### config.mk
export PLATFORM = sky130hd
export DESIGN_NAME = gpio_key_debounce
export DESIGN_NICKNAME = d
export VERILOG_FILES = /design/src/rtl/gpio_key_debounce.sv
export SDC_FILE = /design/constraint.sdc
export NUM_CORES = 1
export LEC_CHECK = 0
export CORE_UTILIZATION = 55
export DETAILED_ROUTE_END_ITERATION = 10
export PLACE_DENSITY = 0.75
export SETUP_SLACK_MARGIN = 0.2
export SLEW_MARGIN = 10
export SYNTH_ARGS = -nofsm -noshare
export SYNTH_HDL_FRONTEND = slang
export SYNTH_SLANG_ARGS = --single-unit
### constraint.sdc
create_clock -name clk -period 4.6 [get_ports clk]
set_clock_uncertainty 0.2 [all_clocks]
set_input_delay 0.92 -clock clk [delete_from_list [all_inputs] [get_ports clk]]
set_output_delay 0.92 -clock clk [all_outputs]
set_load 0.03 [all_outputs]
### src/rtl/gpio_key_debounce.sv
// gpio_key_debounce: debounces N_KEYS raw key pins and publishes a single-entry key-event register.
//
// Ports:
//    clk          system clock
//    rst          synchronous reset, active-high
//    key_in       raw asynchronous key pins (pressed=1, or pressed=0 with KEY_ACTIVE_LOW_EN)
//    key_ack      consumer acknowledge of key_code, honoured only while key_valid=1
//    key_state    debounced level per key (pressed=1)
//    key_press    1-cycle strobe per key on debounced 0->1
//    key_release  1-cycle strobe per key on debounced 1->0
//    key_valid    key_code holds an unacknowledged press event
//    key_code     lowest index of the captured press
//    key_overrun  1-cycle strobe when a press is dropped because the register is full
//
// Build option: define KEY_ACTIVE_LOW_EN for pins that read 0 while pressed.
module gpio_key_debounce #(
   parameter int N_KEYS       = 8,
   parameter int TICK_DIV     = 100000,
   parameter int STABLE_TICKS = 20,
   localparam int CODE_W      = $clog2(N_KEYS)
) (
   input  logic              clk,
   input  logic              rst,
   input  logic [N_KEYS-1:0] key_in,
   input  logic              key_ack,
   output logic [N_KEYS-1:0] key_state,
   output logic [N_KEYS-1:0] key_press,
   output logic [N_KEYS-1:0] key_release,
   output logic              key_valid,
   output logic [CODE_W-1:0] key_code,
   output logic              key_overrun
);
   localparam int TW = (TICK_DIV > 1) ? $clog2(TICK_DIV) : 1;
   // The synchroniser sits on the pin itself and resets to the pin's idle level;
   // xor with the same constant maps the pin polarity to pressed=1.
`ifdef KEY_ACTIVE_LOW_EN
   localparam logic [N_KEYS-1:0] PIN_IDLE = '1;
`else
   localparam logic [N_KEYS-1:0] PIN_IDLE = '0;
`endif
   logic [N_KEYS-1:0]      ff1_q, ff2_q, sync_s;
   logic [TW-1:0]          tick_q, tick_d;
   logic                   tick_s;
   logic [N_KEYS-1:0][7:0] cnt_q, cnt_d;
   logic [N_KEYS-1:0]      state_q, state_d, prev_q, press_q, release_q;
   logic                   valid_q, valid_d, ovr_q, ovr_d, p_s;
   logic [CODE_W-1:0]      code_q, code_d, low_s;

   assign sync_s = ff2_q ^ PIN_IDLE;
   assign tick_s = tick_q == TW'(TICK_DIV - 1);
   assign tick_d = tick_s ? '0 : tick_q + 1'b1;
   assign p_s    = |press_q;

   always_comb begin
      state_d = state_q;
      cnt_d   = cnt_q;
      for (int i = 0; i < N_KEYS; i++) begin
         if (tick_s) begin
            if (sync_s[i] == state_q[i]) begin
               cnt_d[i] = '0;
            end else if (cnt_q[i] == 8'(STABLE_TICKS - 1)) begin
               state_d[i] = sync_s[i];
               cnt_d[i]   = '0;
            end else begin
               cnt_d[i] = cnt_q[i] + 8'd1;
            end
         end
      end
   end

   // Scan downwards so the lowest set index wins.
   always_comb begin
      low_s = '0;
      for (int i = N_KEYS - 1; i >= 0; i--)
         if (press_q[i]) low_s = CODE_W'(i);
   end

   always_comb begin
      valid_d = valid_q;
      code_d  = code_q;
      ovr_d   = 1'b0;
      if (p_s && (!valid_q || key_ack)) begin
         valid_d = 1'b1;
         code_d  = low_s;
      end else if (p_s) begin
         ovr_d = 1'b1;
      end else if (valid_q && key_ack) begin
         valid_d = 1'b0;
      end
   end

   always_ff @(posedge clk) begin
      if (rst) begin
         ff1_q     <= PIN_IDLE;
         ff2_q     <= PIN_IDLE;
         tick_q    <= '0;
         cnt_q     <= '0;
         state_q   <= '0;
         prev_q    <= '0;
         press_q   <= '0;
         release_q <= '0;
         valid_q   <= 1'b0;
         code_q    <= '0;
         ovr_q     <= 1'b0;
      end else begin
         ff1_q     <= key_in;
         ff2_q     <= ff1_q;
         tick_q    <= tick_d;
         cnt_q     <= cnt_d;
         state_q   <= state_d;
         prev_q    <= state_q;
         press_q   <= state_q & ~prev_q;
         release_q <= ~state_q & prev_q;
         valid_q   <= valid_d;
         code_q    <= code_d;
         ovr_q     <= ovr_d;
      end
   end

   assign key_state   = state_q;
   assign key_press   = press_q;
   assign key_release = release_q;
   assign key_valid   = valid_q;
   assign key_code    = code_q;
   assign key_overrun = ovr_q;
endmodule

; Word-level counts from Yosys, hierarchy flattened
; Cells that the tools add are included.
[totals]
ff_bits = 134
out_inout_bits = 29
word_cells = 109
[classes]
addsub = 9
eq_ne = 18
mux = 28
n_bitwise = 12
n_reduce_logical = 17
[ops]
columns = op, count
row1 = 2-to-1 mux 8 bit, 16
row2 = "adder 8 x 1 -> 8 bit, second input constant", 8
row3 = "equality test 8 x 5 -> 1 bit, second input constant", 8
row4 = 2-to-1 mux 3 bit, 8
row5 = AND reduction 3 bit, 8
row6 = "adder 17 x 1 -> 17 bit, second input constant", 1
row7 = "equality test 17 bit, second input constant", 1
row8 = AND 8 bit, 2
row9 = NOT 8 bit, 2
row10 = equality test 1 bit, 8
row11 = NOT 1 bit, 8
row12 = OR reduction 8 bit, 1
row13 = 2-to-1 mux 1 bit, 4
row14 = OR reduction 2 bit, 2
row15 = logical AND 1 bit, 2
row16 = "!= test 2 x 1 -> 1 bit, second input constant", 1
row17 = AND reduction 2 bit, 1
row18 = nonzero test 2 bit, 1
row19 = zero test 1 bit, 1
row20 = logical OR 1 bit, 1

; Logic depth before layout (Yosys ltp)
[depth]
word_depth = 8
ltp_mapped = 9
depth_no_buf = 6

; Worst setup path before layout
; Ideal clock, no wire load.
[synth_timing]
path_kind = register to register
from = register tick_q[0]
to = register cnt_q[38] (netlist bit)
arrival_ns = 1.988
required_ns = 4.330
path_slack_ns = 2.341
stages_incl_launch_ff = 9
cell_sequence = dfxtp_1 -> ha_1 -> and4_1 -> nand2_1 -> or2_0 -> buf_2 -> buf_6 -> or4_1 -> a21oi_1
[synth_via]
elab_chain_len = 1
[synth_rtl]
columns = item, line
row1 = start: declaration, 42  ; logic [TW-1:0] tick_q, tick_d;
row2 = start signal: assignment, 108  ; tick_q <= tick_d;
row3 = equality test 17 bit, 50  ; assign tick_s = tick_q == TW'(TICK_DIV - 1);
row4 = end signal: assignment, 109  ; cnt_q <= cnt_d;
row5 = end: declaration, 44  ; logic [N_KEYS-1:0][7:0] cnt_q, cnt_d;
; No other way between the ends.
; A chain may end at the register's enable or synchronous reset.

; Worst setup path in the final report
[layout_timing]
from = register tick_q[0]
to = register cnt_q[6] (netlist bit)
; Same word-level chain as after synthesis.

==> metrics.yaml <==
outcome:
  outcome: "complete, no violations"
place:
  portBuffers: 39
  post-place-cells: 823
  routabilityCongestion: 0.811
  place_area_sq_mm: 0.00628
  dp_hpwl_um: 7790
synth:
  synthTopCellsByArea: "dfxtp_1, a21oi_1, nor2b_1"
  syn_nets: 690
  synthArstFlopShare_pct: 0
  synthFlopType: "dfxtp_1"
  ys_types: 50
  syn_inst: 670
  ys_ff_latch: 134
  syn_area_per_cell_sq_um: 8.65
  synth_edf_count: 0
  synth_top_area_share_pct: 46.3
  yosysWarnings: 0
  synth_seq_area_share_pct: 46.3
  synth_top_area_cell: "dfxtp_1"
  synth_area_sq_mm: 0.00579
setup_path:
  path_class: "register to register"
  timing.rr.start: "tick_q[0]$_SDFF_PP0_"
  cp.required_ns: 4.87
  path_max_fanout: 39
  r2r_slack_ns: 1.59
  cp-start-kind: "register"
  crit_arrival_ns: 3.27
  endpoint_kind: "register"
  r2r_end: "cnt_q[6]$_SDFFE_PP0N_"
  rr_worst_depth: 7
  critical_path.startpoint: "tick_q[0]$_SDFF_PP0_"
power:
  pwr-share-clk_pct: 52.6
  swShare_pct: 21.4
  intPower_mw: 2.03
  leakagePower_nw: 2.47
  p_switching_mw: 0.554
  p_per_area_mw_per_mm2: 376
  peakVddDrop_mv: 0.285
  seqPwrFrac_pct: 45.4
  combPwrFrac_pct: 2.1
global_route:
  grt_overflow: 0
  antenna_found_initial: 0
  grt_pass1_vias: 4649
  grt_pass1_wl_um: 20700
  grt_max_degree: 86
  grt_usage_pct: 23.4
clocking:
  clock_latency_ns: 0.53
  ctsHtreeMaxLevel: 4
  numCtsBuffers: 17
  cts_sinks: 134
  cts_resized: 0
  cts_tree: "yes"
  cts.clk_slew.worst_paths_ns: 0.06
  cts_setup_buffers: 0
  clockBufferDepth: 2
  root_buffer: "clkbuf_8"
  holdBufCountCts: 0
timing:
  period_minus_slack_ns: 3.01
  grt_setup_unrepaired: "false"
  worstMarginPinSlew_ns: 0.874
  tns_ns: 0
  max_freq_mhz: 333
  slew_violations: 0
  slew_headroom_pct: 41.8
  finalCritPeriodShare_pct: 65.4
  finalSetupViolations: 0
  final-hold-violation-count: 0
detailed_routing:
  postRouteAntennaNets: 0
  viasPerCell: 5.64
  drc: 0
  drt_wl_total_um: 12200
  vias: 4822
  drt_iter0_markers: 254
  wl_per_cell_um: 14.3
  dr.pass1.iters: 5
flow_run:
  maxCapViolCount: 0
floorplan:
  start_util_pct: 56.4
  num_io_pins: 40
  dieArea_sq_mm: 0.0109
  die_y_um: 105
  die_w_um: 105
  rows: 37
  coreArea_sq_mm: 0.0103
cells_and_area:
  drive_above_1_share_pct: 6.68
  fin_nets: 726
  final_area_sq_mm: 0.00688
  fin_cells: 855
  fillCellCount: 810
  area_growth_pct: 18.8
  antenna_cells: 0
worst_hold_path:
  min_path_type: "register to register"
  holdCritStartpoint: "prev_q[7]$_SDFF_PP0_"
  holdPathEnd: "key_press[7]$_SDFF_PP0_"
  whs_path_depth: 1
per-stage QoR:
| step | util, % | hold WS (ns) | setup slack [ns] | power [mW] |
|---|---|---|---|---|
| 4_1_cts | 67.0 | 0.211 | 1.56 | 2.61 |
| 5_1_grt | 67.0 | 0.221 | 1.33 | 2.67 |
| 2_1_floorplan | - | 0.183 | 2.34 | 1.24 |
| 6_report | 67.0 | 0.211 | 1.59 | 2.59 |
| 3_5_place_dp | 61.1 | 0.201 | 1.60 | 1.25 |
| 3_3_place_gp | 61.1 | 0.192 | 1.68 | 1.25 |
worst max path at each step:
stage | to | slack, ns | cells past startpoint
CTS | tick_q[0]$_SDFF_PP0_ | 1.56 | 7
global route | tick_q[6]$_SDFF_PP0_ | 1.33 | 7
floorplan | cnt_q[38]$_SDFFE_PP0N_ | 2.34 | 8
finish | cnt_q[6]$_SDFFE_PP0N_ | 1.59 | 7
global placement | cnt_q[6]$_SDFFE_PP0N_ | 1.68 | 7
detailed placement | cnt_q[5]$_SDFFE_PP0N_ | 1.60 | 7
power by group through the flow:
| stage | sequential, mW | combinational, mW | clock (mW) |
|---|---|---|---|
| 5_1_grt | 1.17 | 0.0598 | 1.44 |
| 6_report | 1.17 | 0.0535 | 1.36 |
| 2_1_floorplan | 1.20 | 0.0372 | 0 |
| 3_3_place_gp | 1.20 | 0.0515 | 0 |
| 3_5_place_dp | 1.20 | 0.0534 | 0 |
| 4_1_cts | 1.17 | 0.0539 | 1.38 |
layout make-up:
type                    instances  area, sq um  share of cell area (%)
repair buffers                 44          425                    6.18
clock buffers                  18          428                    6.22
inverters                       5         18.8                   0.273
well taps                     136          170                    2.47
flip-flops and latches        134         2680                    39.0
clock inverters                14          178                    2.58
multi-input cells             504         2980                    43.3
layer usage:
metal  routed length, um  GRT usage [%]  up-vias
li1                    -              -     2452
met1                5600           29.0     2256
met2                5830           37.9       97
met3                 598           6.55       17
met4                 188           10.2        0
met5                   0              0        -
worst max-delay path, cell delays in order (launching register included):
cell,delay (ns)
dfxtp_1,0.38
ha_1,0.21
and4_1,0.24
nand2_1,0.43
or2_1,0.52
buf_4,0.30
or4_1,0.51
a21oi_1,0.14
synth_stat cells, drive strengths merged (3+ instances only):
cell	number
nor3b	12
nor4	6
a21bo	3
ha	9
nor2	76
xnor2	7
o21ai	51
and2	10
xor2	16
buf	4
nand2	44
nor2b	50
a21oi	72
or4	5
nand4b	10
nand3b	12
mux2i	14
and3	10
inv	5
nand2b	6
and4	6
dfxtp	134
nand4	16
nand3	26
a31oi	3
nor3	15
or4b	4
clkbuf	23
placed cells by master (no fill, tap or decap), types with 5 or more instances in the layout:
cell type | Yosys | final
dfxtp_1 | 134 | 134
clkbuf_16 | 0 | 16
nand2b_1 | 6 | 6
and2_1 | 10 | 10
nor3b_1 | 12 | 12
nand4_1 | 15 | 15
ha_1 | 9 | 9
xor2_1 | 16 | 16
nand4b_1 | 10 | 10
and4_1 | 6 | 6
xnor2_1 | 7 | 7
nor2_1 | 76 | 76
o21ai_0 | 48 | 48
nor4_1 | 6 | 6
nor3_1 | 15 | 15
nand3b_1 | 12 | 12
and3_1 | 10 | 10
nor2b_1 | 50 | 50
or4_1 | 5 | 5
mux2i_1 | 14 | 14
buf_4 | 0 | 6
a21oi_1 | 72 | 72
inv_1 | 5 | 5
nand2_1 | 44 | 44
nand3_1 | 26 | 26
clkdlybuf4s50_1 | 0 | 38
clkinv_4 | 0 | 7
sequential cells by signal, summed over array words and instances (netlist names):
name         count
cnt_q           64
ff1_q            8
ff2_q            8
key_code         3
key_overrun      1
key_press        8
key_release      8
key_state        8
key_valid        1
prev_q           8
tick_q          17
logic make-up after synthesis:
group | count (synthesis) | share of synthesized area [%]
XOR/XNOR | 23 | 3.48
AND/OR/NAND/NOR | 319 | 30.7
AO/OA/AOI/OAI | 139 | 12.9
buffers and inverters | 32 | 2.22
flip-flops | 134 | 46.3
adder cells (fa/ha/maj) | 9 | 1.94
multiplexers | 14 | 2.42
Power figures use the tool's default switching activity.
